$ cat src/rtl/m3_six_step_gen_pkg.sv
// Shared definitions for the six-step generator: FSM encodings, per-phase
// drive codes and the commutation table.
package m3_six_step_gen_pkg;

  localparam logic [0:0] ST_IDLE = 1'b0;
  localparam logic [0:0] ST_RUN  = 1'b1;

  typedef enum logic [1:0] {
    PH_Z = 2'd0,
    PH_H = 2'd1,
    PH_L = 2'd2
  } phase_e;

  typedef struct packed {
    phase_e a;
    phase_e b;
    phase_e c;
  } phases_t;

  function automatic phases_t step_phases(input logic [2:0] step);
    phases_t p;
    case (step)
      3'd0:    p = '{a: PH_H, b: PH_L, c: PH_Z};
      3'd1:    p = '{a: PH_H, b: PH_Z, c: PH_L};
      3'd2:    p = '{a: PH_Z, b: PH_H, c: PH_L};
      3'd3:    p = '{a: PH_L, b: PH_H, c: PH_Z};
      3'd4:    p = '{a: PH_L, b: PH_Z, c: PH_H};
      3'd5:    p = '{a: PH_Z, b: PH_L, c: PH_H};
      default: p = '{a: PH_Z, b: PH_Z, c: PH_Z};
    endcase
    return p;
  endfunction

endpackage

$ cat src/rtl/m3_six_step_gen_dead_time.sv
// One half-bridge leg: drops both gates on any change of the desired state and
// re-asserts the matching gate only after DEAD_CYC quiet clocks.
module m3_six_step_gen_dead_time
  import m3_six_step_gen_pkg::*;
#(
  parameter int DEAD_CYC = 10
) (
  input  logic   clk,
  input  logic   rst,
  input  logic   i_clr,
  input  phase_e i_des,
  output logic   o_hp,
  output logic   o_ln
);

  localparam int CW = (DEAD_CYC > 1) ? $clog2(DEAD_CYC) : 1;

  phase_e        r_des;
  logic [CW-1:0] r_cnt;
  logic          r_pend;
  logic          r_hp;
  logic          r_ln;

  // Gates are only ever set one at a time and any change clears both,
  // so HP and LN can never overlap.
  always_ff @(posedge clk) begin
    if (rst || i_clr) begin
      r_des  <= PH_Z;
      r_cnt  <= '0;
      r_pend <= 1'b0;
      r_hp   <= 1'b0;
      r_ln   <= 1'b0;
    end else if (i_des != r_des) begin
      r_des  <= i_des;
      r_hp   <= 1'b0;
      r_ln   <= 1'b0;
      r_pend <= (i_des == PH_H) || (i_des == PH_L);
      r_cnt  <= CW'(DEAD_CYC - 1);
    end else if (r_pend) begin
      if (r_cnt == '0) begin
        r_pend <= 1'b0;
        r_hp   <= (r_des == PH_H);
        r_ln   <= (r_des == PH_L);
      end else begin
        r_cnt <= r_cnt - 1'b1;
      end
    end
  end

  assign o_hp = r_hp;
  assign o_ln = r_ln;

endmodule

$ cat src/rtl/m3_six_step_gen.sv
// Six-step commutation generator: start/stop FSM, linear frequency ramp,
// phase accumulator driving the step index, and three dead-time legs.
module m3_six_step_gen
  import m3_six_step_gen_pkg::*;
#(
  parameter int FREQ_W    = 10,
  parameter int ACC_W     = 24,
  parameter int DEAD_CYC  = 10,
  parameter int RAMP_DIV  = 1000,
  parameter int RAMP_STEP = 1
) (
  input  logic              clk,
  input  logic              rst,
  input  logic              m3start,
  input  logic              m3forceStop,
  input  logic              m3invRotate,
  input  logic [FREQ_W-1:0] m3freq,
  output logic              aHP,
  output logic              bHP,
  output logic              cHP,
  output logic              aLN,
  output logic              bLN,
  output logic              cLN,
  output logic              busy,
  output logic [2:0]        stepIdx
);

  localparam int RW = (RAMP_DIV > 1) ? $clog2(RAMP_DIV) : 1;
  localparam int SW = ((ACC_W > FREQ_W) ? ACC_W : FREQ_W) + 1;
  localparam logic [FREQ_W:0] STEP_X = (FREQ_W + 1)'(RAMP_STEP);

  logic [0:0]        r_state;
  logic [2:0]        r_step;
  logic [FREQ_W-1:0] r_cur_freq;
  logic [ACC_W-1:0]  r_acc;
  logic [RW-1:0]     r_rc;

  logic [0:0]        w_state_nxt;
  logic [2:0]        w_step_nxt;
  logic [FREQ_W-1:0] w_cur_nxt;
  logic [ACC_W-1:0]  w_acc_nxt;
  logic [RW-1:0]     w_rc_nxt;

  logic [FREQ_W-1:0] w_target;
  logic [FREQ_W-1:0] w_cur_ramp;
  logic [FREQ_W:0]   w_up;
  logic [FREQ_W-1:0] w_gap;
  logic [SW-1:0]     w_sum;
  logic              w_carry;
  logic [2:0]        w_step_adv;
  logic              w_clr;
  phases_t           w_phases;

  assign w_target = m3start ? m3freq : '0;
  assign w_sum    = SW'(r_acc) + SW'(r_cur_freq);
  assign w_carry  = |w_sum[SW-1:ACC_W];

  assign w_step_adv = m3invRotate ? ((r_step == 3'd0) ? 3'd5 : r_step - 3'd1)
                                  : ((r_step == 3'd5) ? 3'd0 : r_step + 3'd1);

  // Saturate exactly at the target in both directions; the extra bit on w_up
  // keeps the upward compare safe near the top of the range.
  always_comb begin
    w_cur_ramp = r_cur_freq;
    w_up       = {1'b0, r_cur_freq} + STEP_X;
    w_gap      = r_cur_freq - w_target;
    if (r_cur_freq < w_target) begin
      w_cur_ramp = (w_up >= {1'b0, w_target}) ? w_target : w_up[FREQ_W-1:0];
    end else if (r_cur_freq > w_target) begin
      w_cur_ramp = ({1'b0, w_gap} <= STEP_X) ? w_target
                                             : r_cur_freq - STEP_X[FREQ_W-1:0];
    end
  end

  always_comb begin
    w_state_nxt = r_state;
    w_step_nxt  = r_step;
    w_cur_nxt   = r_cur_freq;
    w_acc_nxt   = r_acc;
    w_rc_nxt    = r_rc;
    if (r_state == ST_IDLE) begin
      if (m3start && !m3forceStop && (m3freq != '0)) begin
        w_state_nxt = ST_RUN;
        w_step_nxt  = 3'd0;
        w_cur_nxt   = '0;
        w_acc_nxt   = '0;
        w_rc_nxt    = '0;
      end
    end else begin
      if (m3forceStop || ((w_target == '0) && (r_cur_freq == '0))) begin
        w_state_nxt = ST_IDLE;
      end else begin
        w_acc_nxt = w_sum[ACC_W-1:0];
        if (w_carry) begin
          w_step_nxt = w_step_adv;
        end
        if (r_rc == RW'(RAMP_DIV - 1)) begin
          w_rc_nxt  = '0;
          w_cur_nxt = w_cur_ramp;
        end else begin
          w_rc_nxt = r_rc + 1'b1;
        end
      end
    end
  end

  always_ff @(posedge clk) begin
    if (rst) begin
      r_state    <= ST_IDLE;
      r_step     <= 3'd0;
      r_cur_freq <= '0;
      r_acc      <= '0;
      r_rc       <= '0;
    end else begin
      r_state    <= w_state_nxt;
      r_step     <= w_step_nxt;
      r_cur_freq <= w_cur_nxt;
      r_acc      <= w_acc_nxt;
      r_rc       <= w_rc_nxt;
    end
  end

  // Legs see the next step so off-going gates drop on the same edge the index moves.
  assign w_phases = step_phases(w_step_nxt);
  assign w_clr    = (w_state_nxt == ST_IDLE);

  m3_six_step_gen_dead_time #(.DEAD_CYC(DEAD_CYC)) u_dt_a (
    .clk  (clk),
    .rst  (rst),
    .i_clr(w_clr),
    .i_des(w_phases.a),
    .o_hp (aHP),
    .o_ln (aLN)
  );

  m3_six_step_gen_dead_time #(.DEAD_CYC(DEAD_CYC)) u_dt_b (
    .clk  (clk),
    .rst  (rst),
    .i_clr(w_clr),
    .i_des(w_phases.b),
    .o_hp (bHP),
    .o_ln (bLN)
  );

  m3_six_step_gen_dead_time #(.DEAD_CYC(DEAD_CYC)) u_dt_c (
    .clk  (clk),
    .rst  (rst),
    .i_clr(w_clr),
    .i_des(w_phases.c),
    .o_hp (cHP),
    .o_ln (cLN)
  );

  assign busy    = (r_state == ST_RUN);
  assign stepIdx = r_step;

endmodule

$ cat config.mk
export PLATFORM = sky130hd
export DESIGN_NAME = m3_six_step_gen
export DESIGN_NICKNAME = d
export VERILOG_FILES = /design/src/rtl/m3_six_step_gen_pkg.sv /design/src/rtl/m3_six_step_gen_dead_time.sv /design/src/rtl/m3_six_step_gen.sv
export SDC_FILE = /design/constraint.sdc
export NUM_CORES = 1
export LEC_CHECK = 0
export CAP_MARGIN = 20
export CORE_ASPECT_RATIO = 0.75
export CORE_MARGIN = 2
export CORE_UTILIZATION = 56
export CTS_BUF_LIST = sky130_fd_sc_hd__clkbuf_2 sky130_fd_sc_hd__clkbuf_4 sky130_fd_sc_hd__clkbuf_8
export CTS_CLUSTER_DIAMETER = 40
export DETAILED_ROUTE_END_ITERATION = 16
export PLACE_DENSITY_LB_ADDON = 0.12
export SLEW_MARGIN = 20
export SYNTH_ARGS = -nofsm -noshare
export SYNTH_HDL_FRONTEND = slang
export SYNTH_SLANG_ARGS = --single-unit
$ cat constraint.sdc
create_clock -name clk -period 5.04 [get_ports clk]
set_clock_uncertainty 0.1 [all_clocks]
set_input_delay 1.008 -clock clk [delete_from_list [all_inputs] [get_ports clk]]
set_output_delay 1.008 -clock clk [all_outputs]
set_load 0.01 [all_outputs]
==> reports/results.tsv <==
stage	metric	value	unit
run_status	status	finished clean	
clocking	CTS tree	built	
sta	crit path time final	4.19	ns
yosys	syn_nets	727	
setup_path	WS Path Type	in -> reg	
job	Max Cap Viol	0	
floorplanning	core area	0.00920	mm2
pwr	cell-internal power	0.932	mW
global_routing	total grt overflow	0	
sta	slew of the pin with the lowest slew margin	0.668	ns
yosys	synth warn	0	
pwr	P_leak	2.30	nW
floorplanning	io pins	25	
routing	DRT iter0 DRCs	409	
pwr	Psw	0.323	mW
yosys	Netlist cell types	69	
cells_and_area	diode count	0	
yosys	post-synthesis instance area	0.00539	mm2
pwr	VDD IR max	0.199	mV
clocking	cts hold-fix bufs	0	
cells_and_area	layout cells sized above 1	0.0794	
clocking	CTS clock-pin slew for the worst setup and hold paths	0.08	ns
sta	post-route clock period utilization	0.831	
sta	RSZ-0062 raised after global routing	false	
pwr	PD cells	211	mW/mm2
place	worst slack at placement	0.528	ns
sta	Final WS setup	0.851	ns
clocking	post-CTS setup buffers	0	
setup_path	Critical Path, Cell by Cell	clkdlybuf4s50_1, and2_1, ha_1, inv_1, fa_1, nand3_1, a21oi_1, o311ai_0, nand2_1, a211o_1, or4b_1, nand3_1	
setup_path	Critical Path End Type	register	
yosys	fraction of registers with async set or reset after synthesis	0	
cells_and_area	# nets final	743	
global_routing	largest net degree at the start of global routing	22	
floorplanning	Die H	89.0	um
setup_path	most used cell, CP	nand3_1	
global_routing	vias in the first global route	4435	
place	DP HPWL	9.81	mm
routing	DR vias/cell	5.96	
yosys	synth cell count leaders	dfxtp_1 (75), nor2_1 (69), nand2_1 (63)	
clocking	CTS resizes	0	
yosys	Seq/Total Area, Yosys	0.278	
global_routing	first-pass GRT wire length	21.9	mm
clocking	Num Clock Sinks	75	
clocking	Clock H-tree levels	3	
setup_path	Worst Path Required	5.24	ns
sta	final hold viol count	0	
yosys	most numerous cell in the Yosys netlist	dfxtp_1	
global_routing	gr usage total	0.260	
sta	setup_tns	0	ns
yosys	Post-synth EDFFs	0	
pwr	Seq pwr share	0.480	
routing	drt drc	0	
routing	Final ANT Viol Nets	0	
global_routing	initial antenna violation count	0	
clocking	clk_lat worst skew	0.36	ns
floorplanning	effective utilization at floorplan	0.586	
routing	routed length per instance	15.8	um
yosys	Synth top area share	0.278	
place	RD Place Congestion	0.966	
floorplanning	DIE WIDTH	117	um
floorplanning	die area	0.0104	mm2
yosys	main area contributors after synthesis	dfxtp_1 (28%), ha_1 (8.8%), nor2_1 (4.8%)	
yosys	Syn Inst Count	672	
sta	# setup viols final	0	
setup_path	CP max-delay cell	or4b_1	
pwr	Clock Power Share	0.412	
sta	Max Freq	239	MHz
setup_path	Setup crit start kind	input port	
sta	slew margin rel.	0.553	
setup_path	CP Data Arrival Time	4.39	ns
yosys	syn avg cell area	8.02	um2
cells_and_area	Filler Cells Inserted	822	
clocking	Root Driver	clkbuf_8	
clocking	Num CTS Buffers	9	
pwr	combinational share of power	0.108	
sta	Hold WS	0.363	ns
yosys	Yosys reg bits	75	
setup_path	critical path fanouts, max	13	
cells_and_area	Area growth syn-to-layout	10.4	%
yosys	largest area contributor in the netlist	dfxtp_1	
clocking	maximum root-to-sink buffer count	2	
routing	TritonRoute pass-1 iters	5	
pwr	Net Sw Frac	0.258	
place	port bufs	24	
routing	vias	4897	
sta	Final Slew Violations	0	
routing	WL final	13.0	mm
floorplanning	row count	30	
yosys	Primary FF master, synth	dfxtp_1	
worst_hold_path	Hold WC Path Type	reg -> reg	
setup_path	CP max stage delay	0.55	ns
-- cell type report --
type                            count  area (um2)  area share
Sequential cell                    75        1500       0.252
Timing Repair Buffer               33         308      0.0517
Tap cell                          128         160      0.0269
Multi-Input combinational cell    543        3660       0.615
Clock buffer                        9         124      0.0208
Inverter                           26        97.6      0.0164
Clock inverter                      7         103      0.0172
-- layout by cell type, fill, tap and decap left out, types with 12 or more instances in the layout --
cell	instances
inv_1	26
nor4_1	12
dfxtp_1	75
nand2_1	63
clkdlybuf4s50_1	24
o21ai_0	30
xnor2_1	27
nand3_1	22
ha_1	38
a21oi_1	49
xor2_1	26
nor2_1	69
mux2i_1	13
nor3_1	17
nor2b_1	14
-- stage by stage --
| step | utilization | area [um2] | instances | power, mW |
|---|---|---|---|---|
| 5_1_grt | 0.647 | 5950 | 821 | 1.31 |
| 3_5_place_dp | 0.623 | 5730 | 805 | 0.749 |
| 2_1_floorplan | - | 5390 | 672 | 0.706 |
| 3_3_place_gp | 0.623 | 5730 | 805 | 0.747 |
| 4_1_cts | 0.647 | 5950 | 821 | 1.27 |
| 6_report | 0.647 | 5950 | 821 | 1.26 |
-- power by group through the flow --
| stage | Clock (mW) | Sequential [mW] | Combinational (mW) |
|---|---|---|---|
| after detailed placement | 0 | 0.617 | 0.133 |
| after floorplan | 0 | 0.614 | 0.0920 |
| after global placement | 0 | 0.616 | 0.130 |
| final | 0.517 | 0.603 | 0.136 |
| after CTS | 0.529 | 0.603 | 0.134 |
| after global routing | 0.556 | 0.603 | 0.149 |
-- sequential cells by signal, indices dropped and copies added, names as in the netlist, 2 cells and up --
signal	flops
u_dt_c.r_des	2
stepIdx	3
r_rc	10
u_dt_a.r_des	2
r_acc	24
u_dt_b.r_cnt	4
u_dt_c.r_cnt	4
u_dt_b.r_des	2
u_dt_a.r_cnt	4
r_cur_freq	10
-- metal layers --
layer  GRT usage  vias up  share of wire
li1            -     2472              -
met1       0.370     2251           0.50
met5           0        -              0
met4      0.0668        0          0.010
met3      0.0657       18          0.077
met2       0.398      156           0.42
-- kinds of logic after synthesis --
group / after synthesis / synth area share
and+or+nand+nor: 267 / 0.255
AOI/OAI and AO/OA: 161 / 0.196
DFF: 75 / 0.278
xor gates and xnor gates: 53 / 0.0861
buffers and inverters: 54 / 0.0427
adders and majority gates: 40 / 0.0956
muxes: 22 / 0.0464
-- final timing paths --
check	startpoint	end	slack, ns	cells after the start
max	m3freq[0]	r_cur_freq[5]	0.85	12
min	r_acc[2]	r_acc[2]	0.36	2
max reg2reg	r_cur_freq[2]	r_cur_freq[8]	1.22	13
min reg2reg	r_acc[2]	r_acc[2]	0.36	2
-- critical path, delay by kind of cell --
kind                     cells  cell delay, ns
AO/OA/AOI/OAI                3            1.01
adder cells (fa/ha/maj)      2            0.61
buffers and inverters        2            0.54
AND/OR/NAND/NOR              5            1.22
Power figures use the tool's default switching activity.
